## config.mk

```make
export PLATFORM = sky130hd
export DESIGN_NAME = ps2_keyboard_to_ascii
export DESIGN_NICKNAME = d
export VERILOG_FILES = /design/src/rtl/ps2_keyboard_to_ascii.sv
export SDC_FILE = /design/constraint.sdc
export NUM_CORES = 1
export LEC_CHECK = 0
export ABC_AREA = 1
export CAP_MARGIN = 20
export CORE_ASPECT_RATIO = 0.9
export CORE_UTILIZATION = 35
export CTS_BUF_LIST = sky130_fd_sc_hd__clkbuf_8
export DETAILED_ROUTE_END_ITERATION = 16
export SETUP_SLACK_MARGIN = 0.2
export SLEW_MARGIN = 15
export SYNTH_ARGS = -nofsm -noshare
export SYNTH_HDL_FRONTEND = slang
export SYNTH_SLANG_ARGS = --single-unit
```

## constraint.sdc

```tcl
create_clock -name clk -period 4.63 [get_ports clk]
set_input_delay 0.6945 -clock clk [delete_from_list [all_inputs] [get_ports clk]]
set_output_delay 0.6945 -clock clk [all_outputs]
set_load 0.02 [all_outputs]
```

## src/rtl/ps2_keyboard_to_ascii.sv

```systemverilog
// PS/2 keyboard receiver: conditions the device-driven clock/data lines,
// assembles 11-bit frames, decodes Set-2 scan codes and emits 7-bit ASCII
// with a one-cycle strobe.
module ps2_keyboard_to_ascii #(
  parameter int unsigned CLK_FREQ        = 50_000_000,
  parameter int unsigned DEBOUNCE_CYCLES = 8,
  parameter int unsigned IDLE_US         = 100
) (
  input  logic       clk,
  input  logic       reset,
  input  logic       ps2_clk,
  input  logic       ps2_data,
  output logic [6:0] ascii_code,
  output logic       ascii_new
);

  localparam int unsigned IDLE_CYCLES = IDLE_US * (CLK_FREQ / 1_000_000);
  localparam int unsigned IDLE_W      = $clog2(IDLE_CYCLES + 1);
  localparam int unsigned DEB_W       = $clog2(DEBOUNCE_CYCLES + 1);

  typedef enum logic [1:0] {NORMAL, BREAK, EXT, EXT_BREAK} state_t;

  logic [1:0]        clk_sync, data_sync;
  logic [DEB_W-1:0]  clk_cnt, data_cnt;
  logic              clk_filt, data_filt, clk_filt_q;
  logic              fall_c;
  logic [10:0]       frame;
  logic [3:0]        bit_cnt;
  logic [IDLE_W-1:0] idle_cnt;
  logic              byte_valid;
  logic [7:0]        byte_code;
  logic [7:0]        key_c;
  state_t            state, state_n;
  logic              shift_flag, shift_n, ctrl_flag, ctrl_n;
  logic [6:0]        code_n;
  logic              new_n;

  // Returns {hit, ascii} for a make code given the current modifiers.
  function automatic logic [7:0] map_key(input logic [7:0] code, input logic shift,
                                         input logic ctrl);
    logic [6:0] lo, hi;
    logic       hit, letter;
    hit = 1'b1;
    lo  = '0;
    hi  = '0;
    case (code)
      8'h1C: {lo, hi} = {7'h41, 7'h41};
      8'h32: {lo, hi} = {7'h42, 7'h42};
      8'h21: {lo, hi} = {7'h43, 7'h43};
      8'h23: {lo, hi} = {7'h44, 7'h44};
      8'h24: {lo, hi} = {7'h45, 7'h45};
      8'h2B: {lo, hi} = {7'h46, 7'h46};
      8'h34: {lo, hi} = {7'h47, 7'h47};
      8'h33: {lo, hi} = {7'h48, 7'h48};
      8'h43: {lo, hi} = {7'h49, 7'h49};
      8'h3B: {lo, hi} = {7'h4A, 7'h4A};
      8'h42: {lo, hi} = {7'h4B, 7'h4B};
      8'h4B: {lo, hi} = {7'h4C, 7'h4C};
      8'h3A: {lo, hi} = {7'h4D, 7'h4D};
      8'h31: {lo, hi} = {7'h4E, 7'h4E};
      8'h44: {lo, hi} = {7'h4F, 7'h4F};
      8'h4D: {lo, hi} = {7'h50, 7'h50};
      8'h15: {lo, hi} = {7'h51, 7'h51};
      8'h2D: {lo, hi} = {7'h52, 7'h52};
      8'h1B: {lo, hi} = {7'h53, 7'h53};
      8'h2C: {lo, hi} = {7'h54, 7'h54};
      8'h3C: {lo, hi} = {7'h55, 7'h55};
      8'h2A: {lo, hi} = {7'h56, 7'h56};
      8'h1D: {lo, hi} = {7'h57, 7'h57};
      8'h22: {lo, hi} = {7'h58, 7'h58};
      8'h35: {lo, hi} = {7'h59, 7'h59};
      8'h1A: {lo, hi} = {7'h5A, 7'h5A};
      8'h45: {lo, hi} = {7'h30, 7'h29};
      8'h16: {lo, hi} = {7'h31, 7'h21};
      8'h1E: {lo, hi} = {7'h32, 7'h40};
      8'h26: {lo, hi} = {7'h33, 7'h23};
      8'h25: {lo, hi} = {7'h34, 7'h24};
      8'h2E: {lo, hi} = {7'h35, 7'h25};
      8'h36: {lo, hi} = {7'h36, 7'h5E};
      8'h3D: {lo, hi} = {7'h37, 7'h26};
      8'h3E: {lo, hi} = {7'h38, 7'h2A};
      8'h46: {lo, hi} = {7'h39, 7'h28};
      8'h0E: {lo, hi} = {7'h60, 7'h7E};
      8'h4E: {lo, hi} = {7'h2D, 7'h5F};
      8'h55: {lo, hi} = {7'h3D, 7'h2B};
      8'h5D: {lo, hi} = {7'h5C, 7'h7C};
      8'h54: {lo, hi} = {7'h5B, 7'h7B};
      8'h5B: {lo, hi} = {7'h5D, 7'h7D};
      8'h4C: {lo, hi} = {7'h3B, 7'h3A};
      8'h52: {lo, hi} = {7'h27, 7'h22};
      8'h41: {lo, hi} = {7'h2C, 7'h3C};
      8'h49: {lo, hi} = {7'h2E, 7'h3E};
      8'h4A: {lo, hi} = {7'h2F, 7'h3F};
      8'h29: {lo, hi} = {7'h20, 7'h20};
      8'h5A: {lo, hi} = {7'h0D, 7'h0D};
      8'h66: {lo, hi} = {7'h5F, 7'h5F};
      8'h76: {lo, hi} = {7'h1B, 7'h1B};
      8'h0D: {lo, hi} = {7'h09, 7'h09};
      default: hit = 1'b0;
    endcase
    // Only letters map to 'A'..'Z' unshifted, so this identifies them.
    letter = (lo >= 7'h41) && (lo <= 7'h5A);
    map_key = {hit, (ctrl && letter) ? lo - 7'h40 : (shift ? hi : lo)};
  endfunction

  // Two-flop synchronizers for both PS/2 lines (idle high).
  always_ff @(posedge clk) begin
    if (reset) begin
      clk_sync  <= 2'b11;
      data_sync <= 2'b11;
    end else begin
      clk_sync  <= {clk_sync[0], ps2_clk};
      data_sync <= {data_sync[0], ps2_data};
    end
  end

  // Filters: a line flips only after DEBOUNCE_CYCLES consecutive differing samples.
  always_ff @(posedge clk) begin
    if (reset) begin
      clk_filt  <= 1'b1;
      data_filt <= 1'b1;
      clk_cnt   <= '0;
      data_cnt  <= '0;
    end else begin
      if (clk_sync[1] == clk_filt) begin
        clk_cnt <= '0;
      end else if (clk_cnt == DEB_W'(DEBOUNCE_CYCLES - 1)) begin
        clk_filt <= clk_sync[1];
        clk_cnt  <= '0;
      end else begin
        clk_cnt <= clk_cnt + DEB_W'(1);
      end
      if (data_sync[1] == data_filt) begin
        data_cnt <= '0;
      end else if (data_cnt == DEB_W'(DEBOUNCE_CYCLES - 1)) begin
        data_filt <= data_sync[1];
        data_cnt  <= '0;
      end else begin
        data_cnt <= data_cnt + DEB_W'(1);
      end
    end
  end

  assign fall_c = clk_filt_q & ~clk_filt;
  assign key_c  = map_key(byte_code, shift_flag, ctrl_flag);

  // Bit capture, idle timeout and frame check producing one valid byte strobe.
  always_ff @(posedge clk) begin
    if (reset) begin
      clk_filt_q <= 1'b1;
      frame      <= '0;
      bit_cnt    <= '0;
      idle_cnt   <= '0;
      byte_valid <= 1'b0;
      byte_code  <= '0;
    end else begin
      clk_filt_q <= clk_filt;
      byte_valid <= 1'b0;
      if (!clk_filt) begin
        idle_cnt <= '0;
      end else if (idle_cnt != IDLE_W'(IDLE_CYCLES)) begin
        idle_cnt <= idle_cnt + IDLE_W'(1);
      end
      if (fall_c) begin
        frame   <= {data_filt, frame[10:1]};
        bit_cnt <= bit_cnt + 4'd1;
      end else if (bit_cnt == 4'd11) begin
        byte_valid <= ~frame[0] & frame[10] & (^frame[9:1]);
        byte_code  <= frame[8:1];
        bit_cnt    <= '0;
      end else if (idle_cnt == IDLE_W'(IDLE_CYCLES)) begin
        bit_cnt <= '0;
      end
    end
  end

  // Decoder state, modifier flags and registered ASCII output.
  always_ff @(posedge clk) begin
    if (reset) begin
      state      <= NORMAL;
      shift_flag <= 1'b0;
      ctrl_flag  <= 1'b0;
      ascii_code <= '0;
      ascii_new  <= 1'b0;
    end else begin
      state      <= state_n;
      shift_flag <= shift_n;
      ctrl_flag  <= ctrl_n;
      ascii_code <= code_n;
      ascii_new  <= new_n;
    end
  end

  // Scan-code decoder: prefix tracking, modifier updates and character emission.
  always_comb begin
    state_n = state;
    shift_n = shift_flag;
    ctrl_n  = ctrl_flag;
    code_n  = ascii_code;
    new_n   = 1'b0;
    if (byte_valid) begin
      if (byte_code == 8'hF0) begin
        state_n = (state == EXT || state == EXT_BREAK) ? EXT_BREAK : BREAK;
      end else if (byte_code == 8'hE0) begin
        state_n = (state == BREAK || state == EXT_BREAK) ? EXT_BREAK : EXT;
      end else begin
        state_n = NORMAL;
        case (state)
          NORMAL: begin
            if (byte_code == 8'h12 || byte_code == 8'h59) shift_n = 1'b1;
            if (byte_code == 8'h14) ctrl_n = 1'b1;
            if (key_c[7]) begin
              code_n = key_c[6:0];
              new_n  = 1'b1;
            end
          end
          BREAK: begin
            if (byte_code == 8'h12 || byte_code == 8'h59) shift_n = 1'b0;
            if (byte_code == 8'h14) ctrl_n = 1'b0;
          end
          EXT: begin
            if (byte_code == 8'h14) ctrl_n = 1'b1;
          end
          default: begin
            if (byte_code == 8'h14) ctrl_n = 1'b0;
          end
        endcase
      end
    end
  end

endmodule

```

---- Yosys cells after proc, flatten, opt, wreduce, memory -nomap -nowiden ----
Cells that the tools add are included.
word-level totals
  register bits after elaboration ......... 64
  input bits .............................. 4
  word-level logic and storage cells ...... 148
operators by class
  $add $sub $neg .......................... 5
  order comparisons ....................... 2
  equal/unequal tests ..................... 69
  mux-type cells .......................... 19
  bitwise operators ....................... 13
  reduce and logical (&&, ||, !) cells .... 23
operators by type and width
  cell                   number
  $pmux 7 s52            1
  $pmux 7 s51            1
  $eq 8x6->1 const B     23
  $eq 8x7->1 const B     21
  $eq 8x5->1 const B     9
  $reduce_or 52->1       1
  $eq 8x4->1 const B     2
  $eq 8x8->1 const B     2
  $mux 7                 2
  $add 13x1->13 const B  1
  $eq 13x13->1 const B   1
  $ne 13x13->1 const B   1
  $add 4x1->4 const B    3
  $mux 4                 3
  $not 1->1              10
  $reduce_or 3->1        3
  $reduce_xor 9->1       1
  $eq 4x3->1 const B     2
  $mux 1                 8
  $ge 7x7->1 const B     1
  $le 7x7->1 const B     1
  $sub 7x7->7 const B    1
  $mux 2                 3
  $reduce_and 2->1       3
  other kinds (18)       27

---- Depth between registers and ports, before layout ----
Gate-level depths: netlist (run 1).
  depth in word-level cells ............... 6
  depth in mapped cells ................... 14
  mapped depth without buffers ............ 14

---- Worst setup path after synthesis (run 1) ----
No wires, ideal clock.
  path type ............................... flip-flop to flip-flop
  from .................................... register byte_code[7]
  to ...................................... register ascii_code[5]
  arrival ................................. 1.571 ns
  data required time ...................... 4.517 ns
  setup slack ............................. 2.945 ns
  stages on the path, launching flop included .. 15
  period minus slack after synthesis ...... 1.685 ns
  cells stage by stage .................... dfxtp_1 inv_2 nand2_2 nor2_1 buf_2 nand2_1 nand2_1 nor2_1 nand2_1 nor2_4 nand2_1 nor2_2 nor2_4 o21ai_1 nor2_1
between the ends
  word-level cells in the longest chain between the ends .. 6
  elaborated cells between the ends (all ways) .. 69
  those cells by class .................... add/sub: 1; order compare: 2; eq/ne: 54; mux: 5; bitwise: 2; reduce/logical: 5
ends and longest elaborated chain
  what                                             line  RTL
  from (decl)                                      31    logic [7:0] byte_code;
  from (signal assigned)                           169   byte_code <= frame[8:1];
  $eq 8x4->1 (tied with other cells)               46    case (code)
  $pmux 7 s52                                      46
  $ge 7x7->1 / $le 7x7->1 (equally long branches)  102   letter = (lo >= 7'h41) && (lo <= 7'h5A);
  $logic_and 1x1->1                                102
  $logic_and 1x1->1                                103   map_key = {hit, (ctrl && letter) ? lo - 7'h40 : (shift ? hi : lo)};
  $mux 7                                           103
  to (signal assigned)                             189   ascii_code <= code_n;
  to (decl)                                        13    output logic [6:0] ascii_code,
Several ways; a longest one is shown, not always the timed one.
A chain may end at the register's enable or synchronous reset.

---- Final worst setup path (run 1) ----
  from .................................... register byte_code[5]
  to ...................................... register ascii_code[0]
The elaborated chain is that of the path after synthesis.

==> metrics.txt, run 1 <==
Fill cells 1197; sequential share of power 0.566; Slew Limit Fails 0; largest net degree at the start of global routing 29; Synth area leader dfxtp_1; final hold slack 0.414 ns; first-pass GRT wire length 17800 um; period utilization 0.531; syn_area_per_cell 6.21 um^2; clk_skew 0.00809 ns; Worst Hold Class reg2reg; Core Region 10900 um^2; Post-DRT Antenna Nets 0; Req. time, crit path 4.90 ns; total power draw 986 uW; vias 3987; Top Ports 12; vias per inst 5.02; number of CTS-inserted buffers 9; setup TNS 0 ns; status finished clean; number of port buffers 11; CTS max path bufs 2; switch share 0.214; total track usage 0.197; final worst slack 2.17 ns; Int Pwr 775 uW; fraction of layout instances using a drive strength above 1 0.0888; Final min period 2.46 ns; starting density of the core 0.359; Post-Route WL 10600 um; crit end category flop; die height 102 um; worst skew pair latency 0.34 ns; DP HPWL 8260 um; Slew @ Worst Pin 0.900 ns; Worst slew margin 0.398; row count 36; Gate power share 0.023; Crit-path slowest cell nor2_1; Max FO, Critical Path 12; Setup Viol. Count Final 0; cell count along the critical path 13; Hold Buf Count CTS 0; vias in the first global route 3682; most common cell after layout, fill and taps aside nand2_1; CTS Sinks 64; final hold vios 0; largest cells by area after synthesis dfxtp_1, nand2_1, nor2_1; diodes inserted 0; Synth Register Bits 64; Clock power frac 0.411; Synth Warn # 0; H-tree depth 3; most frequent cells in the layout nand2_1, nor2_1, dfxtp_1; total grt overflow 0; initial antenna violation count 0; # DRC 0; NumNets Final 649; Highest Clock Rate 407 MHz; Leak 0.00210 uW; dpl ws 2.12 ns; DRT iter0 DRCs 273; PwrDens 229 nW/um^2; critical path endpoint ascii_code[0]; delay-heaviest family, CP simple AND/OR/NAND/NOR gates; net load switching power 211 uW; Reg2Reg Capture Point ascii_code[0]; Cell Chain, Critical Path inv_2 -> nand2_1 -> nor2_1 -> nand2_1 -> nand2_1 -> nor2_1 -> nand2_1 -> nor2_4 -> nand2_1 -> nor2_2 -> nor2_4 -> nand2_1 -> a21oi_1; Die ar. 11600 um^2; clock root buffer clkbuf_8; Crit. Startpoint byte_code[5]; reg-to-reg slack, setup 2.17 ns; Reg area 1280 um^2; TritonRoute pass-1 iters 6; most frequent CP cell nand2_1; CP arrival 2.72 ns; Setup Fix Bufs, Post-CTS 0; Reg2Reg Depth 13; Mapped Cells 628; Post-Syn Nets 637; maximum VDD drop 0.204 mV; fin util 0.397; Post-CTS Resized 0; crit path buf inv count 1; crit-path max cell delay 0.70 ns; drt wl/cell 13.4 um; routability cong. 0.961; footprint of the multi-input gates 2310 um^2; Max-cap violations 0; CTS tree yes; die width 113 um; RR Startpoint byte_code[5]; clk slew on worst S/H paths 0.07 ns; Area Overhead vs Synth 10.5%; Worst setup SP type flop; Netlist Area Pre-Place 3900 um^2; kind of critical path reg2reg; RSZ-0062 raised after global routing no; post-synthesis sequential area ratio 0.329; post-synth top area share 0.329; Synth cell types 35
[cell families after synthesis]
logic type / after synthesis / synth area share
flops: 64 / 0.329
simple gates: 394 / 0.439
buf+inv: 77 / 0.0786
compound gates: 78 / 0.115
xor+xnor: 10 / 0.0225
fa+ha+maj: 5 / 0.0160
[stage by stage]
step	area, um^2	std cells
floorplan	3900	628
global placement	4150	781
detailed placement	4150	781
CTS	4310	794
global route	4310	794
finish	4310	794
[sequential cells by signal, summed over array words and instances (netlist names)]
name / cells
ascii_code: 7
ascii_new: 1
bit_cnt: 4
byte_code: 8
byte_valid: 1
clk_cnt: 4
clk_filt: 1
clk_filt_q: 1
clk_sync: 2
ctrl_flag: 1
data_cnt: 4
data_filt: 1
data_sync: 2
frame: 11
idle_cnt: 13
shift_flag: 1
state: 2
[power groups by stage]
stage	registers (uW)	logic, uW	clock network, uW
2_1_floorplan	570	16.1	0
3_3_place_gp	570	22.6	0
3_5_place_dp	571	22.9	0
4_1_cts	558	23.1	424
5_1_grt	559	26.7	440
6_report	558	22.6	405
[worst reg2reg max path: stages (launching register included)]
cell and delay (ns):
dfxtp_1 0.35, inv_2 0.09, nand2_1 0.08, nor2_1 0.70, nand2_1 0.22, nand2_1 0.17
nor2_1 0.09, nand2_1 0.11, nor2_4 0.05, nand2_1 0.06, nor2_2 0.05, nor2_4 0.16
nand2_1 0.11, a21oi_1 0.14
[worst min-delay path by stage]
stage	start	to	slack, ns	cells past startpoint
3_3_place_gp	data_sync[0]	data_sync[1]	0.40	1
6_report	clk_sync[0]	clk_sync[1]	0.41	1
5_1_grt	clk_sync[0]	clk_sync[1]	0.43	1
3_5_place_dp	clk_sync[0]	clk_sync[1]	0.40	1
4_1_cts	clk_sync[0]	clk_sync[1]	0.42	1
2_1_floorplan	clk_sync[0]	clk_sync[1]	0.39	1
[layout make-up]
cell class	instances	share of cell area
multi-input cells	487	0.537
flip-flops and latches	64	0.297
inverters	66	0.0575
well taps	152	0.0441
clock buffers	11	0.0351
repair buffers	12	0.0273
clock inverters	2	0.00203
[cell usage after synthesis (all sizes together)]
master and n:
nand3 39, nor4 1, a211oi 3, a221oi 8, buf 4, a21oi 33, nand3b 1, o21ai 28
dfxtp 64, nor3b 2, and3 1, ha 5, clkbuf 7, nand4 6, nor3 17, o21a 2
xor2 4, a211o 1, inv 66, nor2 121, xnor2 6, or2 6, a32oi 1, o211ai 2
nand2 200
[routing by layer]
metal	share of wire	track usage	up-vias
met1	0.47	0.260	1796
met4	0.026	0.0891	0
li1	-	-	2036
met2	0.43	0.311	131
met3	0.071	0.0391	24
met5	0	0	-
(Power assumes the default switching activity.)
==> inputs of run 2 (changes only) <==
==> constraint.sdc (replaced) <==
create_clock -name clk -period 2 [get_ports clk]
set_input_delay 0.3 -clock clk [delete_from_list [all_inputs] [get_ports clk]]
set_output_delay 0.3 -clock clk [all_outputs]
set_load 0.02 [all_outputs]
==> run 2 against run 1 <==
Effect of this change: global-route usage up 2.0 points; via count is 10% higher; worst setup slack worse by 2.1 ns; maximum frequency grew 26%; first-iteration DRC count is 13% higher; flip-flop and latch count did not move; critical endpoint is now ascii_code[5]; clock power rose to 2.7 times the previous value; design area up 21%; clock-buffer cell count shrank 1; sequential power is 130% higher; highest routed layer unchanged; sequential share of layout area decreased by 5.0 points.
==> metrics.txt, run 2 (same netlist as run 1, synthesis figures left out) <==
status finished clean (unchanged); Hold Path Cell Cnt 1 (unchanged); Setup Viol. Count Final 0 (unchanged); Cell Chain, Critical Path inv_2 -> buf_6 -> nand2_4 -> buf_6 -> nor2_4 -> buf_6 -> buf_6 -> o21ai_0 -> buf_4 -> nand3_1 -> nor3_2 -> nor2_1 -> nor2_1 -> nor2_1 (was inv_2 -> nand2_1 -> nor2_1 -> nand2_1 -> nand2_1 -> nor2_1 -> nand2_1 -> nor2_4 -> nand2_1 -> nor2_2 -> nor2_4 -> nand2_1 -> a21oi_1); most frequent CP cell buf_6 (was nand2_1); total power draw 2460 uW (was 986 uW); cell count along the critical path 14 (was 13); NumNets Final 717 (was 649); die height 102 um (unchanged); largest registers idle_cnt (13), frame (11), byte_code (8) (unchanged); number of CTS-inserted buffers 9 (unchanged); # DRC 0 (unchanged); Top reg by flops idle_cnt (unchanged); final hold slack 0.412 ns (was 0.414 ns); maximum VDD drop 0.488 mV (was 0.204 mV); Max FO, Critical Path 7 (was 12); Post-DRT Antenna Nets 0 (unchanged); Worst Hold Class reg2reg (unchanged); drt wl/cell 14.0 um (was 13.4 um); worst skew pair latency 0.34 ns (about the same); Slew @ Worst Pin 0.431 ns (was 0.900 ns); Worst slew margin 0.711 (was 0.398); Post-Route WL 12100 um (was 10600 um); crit path buf inv count 6 (was 1); Fill cells 1078 (was 1197); most common cell after layout, fill and taps aside nand2_1 (unchanged); most frequent cells in the layout nand2_1, nor2_1, inv_1, buf_4, dfxtp_1 (was nand2_1, nor2_1, dfxtp_1); Max-cap violations 0 (unchanged); sequential share of power 0.525 (was 0.566); kind of critical path reg2reg (unchanged); CTS max path bufs 2 (unchanged); Final min period 1.96 ns (was 2.46 ns); TritonRoute pass-1 iters 5 (was 6); fraction of layout instances using a drive strength above 1 0.275 (was 0.0888); footprint of the multi-input gates 2640 um^2 (was 2310 um^2); Worst setup SP type flop (unchanged); row count 36 (unchanged); max reg flops 13 (unchanged); net load switching power 548 uW (was 211 uW); setup TNS 0 ns (unchanged); period utilization 0.979 (was 0.531); CTS tree yes (unchanged); CP arrival 2.20 ns (was 2.72 ns); Clock power frac 0.451 (was 0.411); Area Overhead vs Synth 34.1% (was 10.5%); crit-path max cell delay 0.33 ns (was 0.70 ns); CTS Sinks 64 (unchanged); initial antenna violation count 0 (unchanged); Reg2Reg Depth 14 (was 13); routability cong. 0.992 (was 0.961); total track usage 0.217 (was 0.197); final hold vios 0 (unchanged); Req. time, crit path 2.24 ns (was 4.90 ns); Die ar. 11600 um^2 (unchanged); Highest Clock Rate 511 MHz (was 407 MHz); vias in the first global route 4081 (was 3682); DRT iter0 DRCs 309 (was 273); Int Pwr 1910 uW (was 775 uW); Layout Cells excl Fill 865 (was 794); first-pass GRT wire length 19700 um (was 17800 um); DP HPWL 9010 um (was 8260 um); PwrDens 470 nW/um^2 (was 229 nW/um^2); die width 113 um (unchanged); Slew Limit Fails 0 (unchanged); vias 4399 (was 3987); clock root buffer clkbuf_8 (unchanged); number of port buffers 11 (unchanged); clk slew on worst S/H paths 0.08 ns (was 0.07 ns); diodes inserted 0 (unchanged); RSZ-0062 raised after global routing yes (was no); crit end category flop (unchanged); Placed Instances 832 (was 781); vias per inst 5.09 (was 5.02); Crit-path slowest cell dfxtp_2 (was nor2_1); Core Region 10900 um^2 (unchanged); Leak 0.00260 uW (was 0.00210 uW); Top Ports 12 (unchanged); clk_skew 0.0172 ns (was 0.00809 ns); delay-heaviest family, CP buffers and inverters (was simple AND/OR/NAND/NOR gates); H-tree depth 3 (unchanged); starting density of the core 0.359 (unchanged); Reg area 1290 um^2 (was 1280 um^2); switch share 0.223 (was 0.214); fin util 0.482 (was 0.397); total grt overflow 0 (unchanged); largest net degree at the start of global routing 19 (was 29); Gate power share 0.024 (was 0.023)
-- run 2: final cells by class --
type | count | area share
clock inverters | 6 | 0.0115
multi-input cells | 488 | 0.504
clock buffers | 10 | 0.0263
repair buffers | 79 | 0.127
flip-flops and latches | 64 | 0.247
well taps | 152 | 0.0364
inverters | 66 | 0.0478
-- run 2: layer usage --
metal | track usage | share of wire
met4 | 0.0769 | 0.020
met5 | 0 | 0
met1 | 0.304 | 0.49
met2 | 0.342 | 0.44
met3 | 0.0314 | 0.057
-- run 2: power by group through the flow --
stage / clock network (uW) / registers (uW) / logic [uW]
2_1_floorplan: 0 / 1320 / 37.2
3_3_place_gp: 0 / 1320 / 57.6
3_5_place_dp: 0 / 1320 / 58.6
4_1_cts: 1140 / 1290 / 58.9
5_1_grt: 1190 / 1290 / 68.0
6_report: 1110 / 1290 / 60.0
-- run 2: stage by stage --
step / area, um^2 / worst slack, ns
after floorplan: 3900 / 0.315
after global placement: 4530 / -0.264
after detailed placement: 4530 / -0.320
after CTS: 5020 / 0.0557
after global routing: 5230 / -0.0985
final: 5230 / 0.0426
-- run 2: timing repair --
action                                  4_1_cts  5_1_grt
hold buffers                                  0        0
pin swaps                                    28       28
gates resized for setup                      60       48
gates cloned                                  1        0
buffers inserted                             12        4
endpoints found under the setup margin        8       12
-- run 2: worst paths after layout --
kind,startpoint,end,slack [ns]
setup / recovery,byte_code[7],ascii_code[5],0.04
setup reg to reg,byte_code[7],ascii_code[5],0.04
hold / removal,clk_sync[0],clk_sync[1],0.41
hold reg to reg,clk_sync[0],clk_sync[1],0.41
==> inputs of run 3 (changes only) <==
--- a/config.mk
+++ b/config.mk
@@ -6,7 +6,6 @@
 export NUM_CORES = 1
 export LEC_CHECK = 0
 export ABC_AREA = 1
-export CAP_MARGIN = 20
 export CORE_ASPECT_RATIO = 0.9
 export CORE_UTILIZATION = 35
 export CTS_BUF_LIST = sky130_fd_sc_hd__clkbuf_8
==> results of run 3 <==
No change in the layout: final DEF, timing and power equal those of run 2.
